## src/rtl/mux8_rr_arbiter.sv

```systemverilog
// mux8_rr_arbiter: 8-way round-robin arbiter with hold limit.
// It routes the data bit of the granted source to a registered output.
//
// state | meaning
// ------+------------------------------------------------------------
// IDLE  | no grant; arbitrate on any pending request, from ptr upward
// GRANT | one source holds gnt; release on req drop or hold limit
//
// After every grant there is exactly one IDLE cycle. The pointer then
// advances past the released source, so no requester can starve.
module mux8_rr_arbiter #(
  parameter int MAX_HOLD = 4
) (
  input  logic       clk,
  input  logic       rst,
  input  logic [7:0] req,
  input  logic [7:0] D,
  output logic [7:0] gnt,
  output logic [2:0] S,
  output logic       Y,
  output logic       y_valid,
  output logic       busy
);

  typedef enum logic {
    IDLE  = 1'b0,
    GRANT = 1'b1
  } state_t;

  state_t     state;
  logic [2:0] ptr;
  logic [3:0] cnt;

  logic [2:0] pick;
  logic [2:0] cand;
  logic       found;
  logic       rel;

  // Search req from ptr upward, wrapping mod 8. The first set bit wins.
  always_comb begin
    pick  = ptr;
    cand  = ptr;
    found = 1'b0;
    for (int k = 0; k < 8; k++) begin
      cand = ptr + 3'(k);
      if (!found && req[cand]) begin
        pick  = cand;
        found = 1'b1;
      end
    end
  end

  // A dropped request and an exhausted hold on the same edge give one release.
  assign rel = !req[S] || (cnt == 4'(MAX_HOLD));

  // Arbitration FSM, output mux and data registers.
  always_ff @(posedge clk) begin
    if (rst) begin
      state   <= IDLE;
      gnt     <= 8'h00;
      S       <= 3'd0;
      Y       <= 1'b0;
      y_valid <= 1'b0;
      busy    <= 1'b0;
      ptr     <= 3'd0;
      cnt     <= 4'd0;
    end else begin
      y_valid <= |gnt;
      if (|gnt)
        Y <= D[S];

      if (state == IDLE) begin
        if (found) begin
          state <= GRANT;
          gnt   <= 8'b1 << pick;
          S     <= pick;
          cnt   <= 4'd1;
          busy  <= 1'b1;
        end else begin
          gnt  <= 8'h00;
          busy <= 1'b0;
        end
      end else begin
        if (rel) begin
          state <= IDLE;
          gnt   <= 8'h00;
          busy  <= 1'b0;
          ptr   <= S + 3'd1;
        end else begin
          cnt <= cnt + 4'd1;
        end
      end
    end
  end

endmodule

```

## config.mk

```make
export PLATFORM = sky130hd
export DESIGN_NAME = mux8_rr_arbiter
export DESIGN_NICKNAME = d
export VERILOG_FILES = /design/src/rtl/mux8_rr_arbiter.sv
export SDC_FILE = /design/constraint.sdc
export NUM_CORES = 1
export LEC_CHECK = 0
export CELL_PAD_IN_SITES_DETAIL_PLACEMENT = 0
export CELL_PAD_IN_SITES_GLOBAL_PLACEMENT = 1
export CORE_MARGIN = 3
export CORE_UTILIZATION = 37
export DETAILED_ROUTE_END_ITERATION = 8
export PLACE_DENSITY = 0.83
export SLEW_MARGIN = 20
export SYNTH_ARGS = -nofsm -noshare
export SYNTH_HDL_FRONTEND = slang
export SYNTH_SLANG_ARGS = --single-unit
```

## constraint.sdc

```tcl
create_clock -name clk -period 3.3 [get_ports clk]
set_clock_uncertainty 0.1 [all_clocks]
set_input_delay 0.66 -clock clk [delete_from_list [all_inputs] [get_ports clk]]
set_output_delay 0.66 -clock clk [all_outputs]
set_load 0.02 [all_outputs]
```

==> results.py <==
metrics = {
    "global_route": {
        "grt_max_degree": 20,
        "grt_pass1_wl_um": 8390,
        "antenna_found_initial": 0,
        "gr-total-overflow": 0,
        "grt_pass1_vias": 1751,
        "grt_usage_pct": 17.15,
    },
    "min_path": {
        "whs_path_depth": 1,
        "hold_start": "busy",
        "min_path_type": "reg2reg",
        "min_to": "busy",
    },
    "timing": {
        "max_freq_mhz": 309.1,
        "period_needed_ps": 3235,
        "max_slew_margin_pct": 64.75,
        "fin_crit_sh_pct": 98.03,
        "slew_violations": 0,
        "worstMarginPinSlew_ps": 527.1,
        "setup_violations": 0,
        "hold_violations": 0,
    },
    "worst_setup_path": {
        "endpoint_kind": "register",
        "critical_path.cell_chain": "inv_1, ha_4, mux4_1, mux2_4, o32ai_4, buf_6, and2_1, a211oi_1, a21oi_2, nor4b_4, a22o_1",
        "regToRegEndpoint": "gnt[6]",
        "startpoint": "ptr[1]",
        "r2r_start": "ptr[1]",
        "startpoint_type": "register",
        "cpMaxStageDelayCell": "mux4_1",
        "r2r_slack_ps": 70,
        "worstRegToRegCells": 11,
        "path_max_fanout": 5,
        "max_stage_delay_ps": 570,
        "worstPathRequired_ps": 3410,
        "worstPathArrival_ps": 3340,
        "critPathKind": "reg2reg",
    },
    "power_and_ir_drop": {
        "seqPwrFrac_pct": 24.1,
        "power.density_mw_per_mm2": 536.0,
        "internal-power_uw": 900.8,
        "share_comb_of_total_power_pct": 64.8,
        "total_power_uw": 1469,
        "switchingPower_uw": 567.9,
        "swShare_pct": 38.67,
        "p_leak_uw": 0.001129,
        "irDropWorstVdd_mv": 0.3125,
        "p_clk_share_pct": 11.1,
    },
    "route": {
        "vias_per_cell": 5.344,
        "vias": 1769,
        "drtIter0Drc": 96,
        "routed_wl_um": 4957,
        "drtAntennaViolNets": 0,
        "first_pass_iters": 4,
        "drc": 0,
        "wl_per_cell_um": 14.98,
    },
    "floorplanning": {
        "rows": 25,
        "ios": 32,
        "die_w_um": 77.27,
        "design.die.area_mm2": 0.005971,
        "core_area_mm2": 0.004817,
        "fp.dieH_um": 77.27,
        "initial_core_util_pct": 39.01,
    },
    "synthesis": {
        "synthCells": 193,
        "synth_seq_cells": 22,
        "synth.net_count": 216,
        "yosysSeqAreaShare_pct": 23.44,
        "async_reset_ff_share_pct": 0,
        "synth-edff-count": 0,
        "synth_area_per_cell_um2": 9.737,
        "ys_types": 52,
        "netlist_area_mm2": 0.001879,
        "ys.flop_type": "dfxtp_1",
        "ys_warn_count": 0,
    },
    "run_status": {
        "outcome": "complete, no violations",
    },
    "clock_network": {
        "clock_sinks": 22,
        "hold_buffers": 0,
        "cts_tree": "done",
        "cts_root_buffer": "clkbuf_8",
        "cts_buffer_depth": 2,
        "cts_max_level": 1,
        "clk_latency_ps": 260,
        "clkTransAtPathRegs_ps": 70,
        "numCtsBuffers": 3,
    },
    "run": {
        "drv_cap": 0,
    },
    "placement": {
        "place_inst": 323,
        "routabilityCongestion": 0.8847,
        "dpl.hpwl_um": 3913,
        "numPortBuffers": 31,
    },
    "cells_and_area": {
        "fin_util_pct": 56.88,
        "diodes": 0,
        "layoutNonFillerInstCount": 331,
        "final_layout_size_suffix_gt1_share_pct": 32.58,
        "final_nets": 289,
        "syn2layout_area_growth_pct": 45.81,
    },
}
==> stage by stage <==
| step | cell area, µm² | setup WS [ps] | setup TNS [ps] | hold WS (ps) |
|---|---|---|---|---|
| final | 2740 | 65.10 | 0 | 371.0 |
| after global routing | 2740 | -12.85 | -31.52 | 406.6 |
| after CTS | 2638 | -9.855 | -9.855 | 377.3 |
| after detailed placement | 2554 | -346.6 | -3749 | 359.3 |
| after global placement | 2554 | -279.6 | -3195 | 358.0 |
| after floorplan | 1898 | 9.060 | 0 | 377.9 |
==> registers in the layout, summed over array words and instances, names as in the netlist <==
signal   flops
state        1
busy         1
gnt          8
S            3
y_valid      1
ptr          3
Y            1
cnt          4
==> placed cells by master (no fill, tap or decap), types with 2 or more instances in the layout <==
cell type and instances:
mux2_2 2, xnor2_1 3, nor3_1 4, dlymetal6s2s_1 8, o21ai_0 4, ha_1 4, buf_4 41, clkbuf_8 3
a31oi_1 4, nor3b_1 2, xor2_1 4, nand2b_1 5, a21oi_1 15, dfxtp_1 21, nor4b_4 2, buf_6 5
a21o_1 2, mux2i_1 7, mux4_2 15, a211oi_1 3, o32ai_4 2, clkdlybuf4s50_1 23, nor4_1 2, mux2_4 2
a22o_1 8, nand2_1 17, nand3_1 3, and2_1 3, nor2_1 12, inv_1 10
==> worst max-delay path by stage <==
| stage | end | slack, ps | depth (start not counted) |
|---|---|---|---|
| after floorplan | gnt[1] | 9 | 11 |
| after global placement | gnt[0] | -280 | 10 |
| after detailed placement | gnt[1] | -350 | 10 |
| after CTS | gnt[1] | -10 | 11 |
| after global routing | gnt[1] | -10 | 11 |
| final | gnt[6] | 70 | 11 |
==> final cells by class <==
cell class                 count  area [µm²]
timing repair buffer          78       714.4
tap                           67       83.83
clock buffer                   3       41.29
multi-input combinational    150        1418
inverter                      11       41.29
fill                         432        2077
sequential                    22       441.7
==> worst max-delay path, delay by kind of cell (launching register included) <==
family	cells	cell delay, ps
compound gates	4	860
mux	2	870
flops	1	340
simple gates	2	460
fa+ha+maj	1	300
buf+inv	2	230
==> cell usage after synthesis, types with 2 or more instances <==
library cell / count / share of area, %
nand2_1: 17 / 3.4
nand2b_1: 5 / 1.7
a21oi_1: 15 / 4.0
mux2_2: 2 / 1.2
buf_2: 2 / 0.53
a22o_1: 8 / 3.7
a221oi_1: 2 / 0.93
inv_1: 10 / 2.0
mux2_4: 2 / 1.6
nor4b_2: 2 / 1.6
a21o_1: 2 / 0.80
mux2i_1: 8 / 4.3
nor3_1: 4 / 1.1
nor4_1: 2 / 0.67
a211oi_1: 3 / 1.2
xor2_1: 4 / 1.9
nor3b_1: 2 / 0.80
clkbuf_1: 7 / 1.4
mux4_2: 14 / 17
xnor2_1: 3 / 1.4
ha_1: 5 / 3.3
dfxtp_1: 22 / 23
mux4_1: 2 / 2.8
a31oi_1: 4 / 1.3
nand3_1: 3 / 0.80
nor2_1: 12 / 2.4
o21ai_0: 4 / 1.1
and2_1: 3 / 1.0
==> metal layers <==
layer  part of all wire (%)  vias up  track usage [%]
met1                     47      847            22.54
met2                     50       34            29.79
met4                   0.67        0            3.381
met5                      0        -                0
met3                    2.8        4            2.582
li1                       -      884                -
==> cell families after synthesis <==
group / synth area share (%)
simple gates: 17.18
compound gates: 20.57
mux: 26.63
flops: 23.44
buf+inv: 4.727
xor+xnor: 4.128
fa+ha+maj: 3.329
==> power by group through the flow <==
| stage | Sequential, µW | Clock, µW | Combinational (µW) |
|---|---|---|---|
| floorplan | 383 | 0 | 509 |
| global placement | 361 | 0 | 844 |
| detailed placement | 360 | 0 | 854 |
| CTS | 355 | 169 | 891 |
| global route | 363 | 178 | 1030 |
| finish | 354 | 163 | 952 |
==> repair_timing <==
action | in CTS | in global routing
endpoints found under the setup margin | 7 | 10
setup buffers | 3 | 2
gates resized for setup | 4 | 21
pin swaps | 0 | 7
No activity file was read; power rests on OpenSTA's default activity.
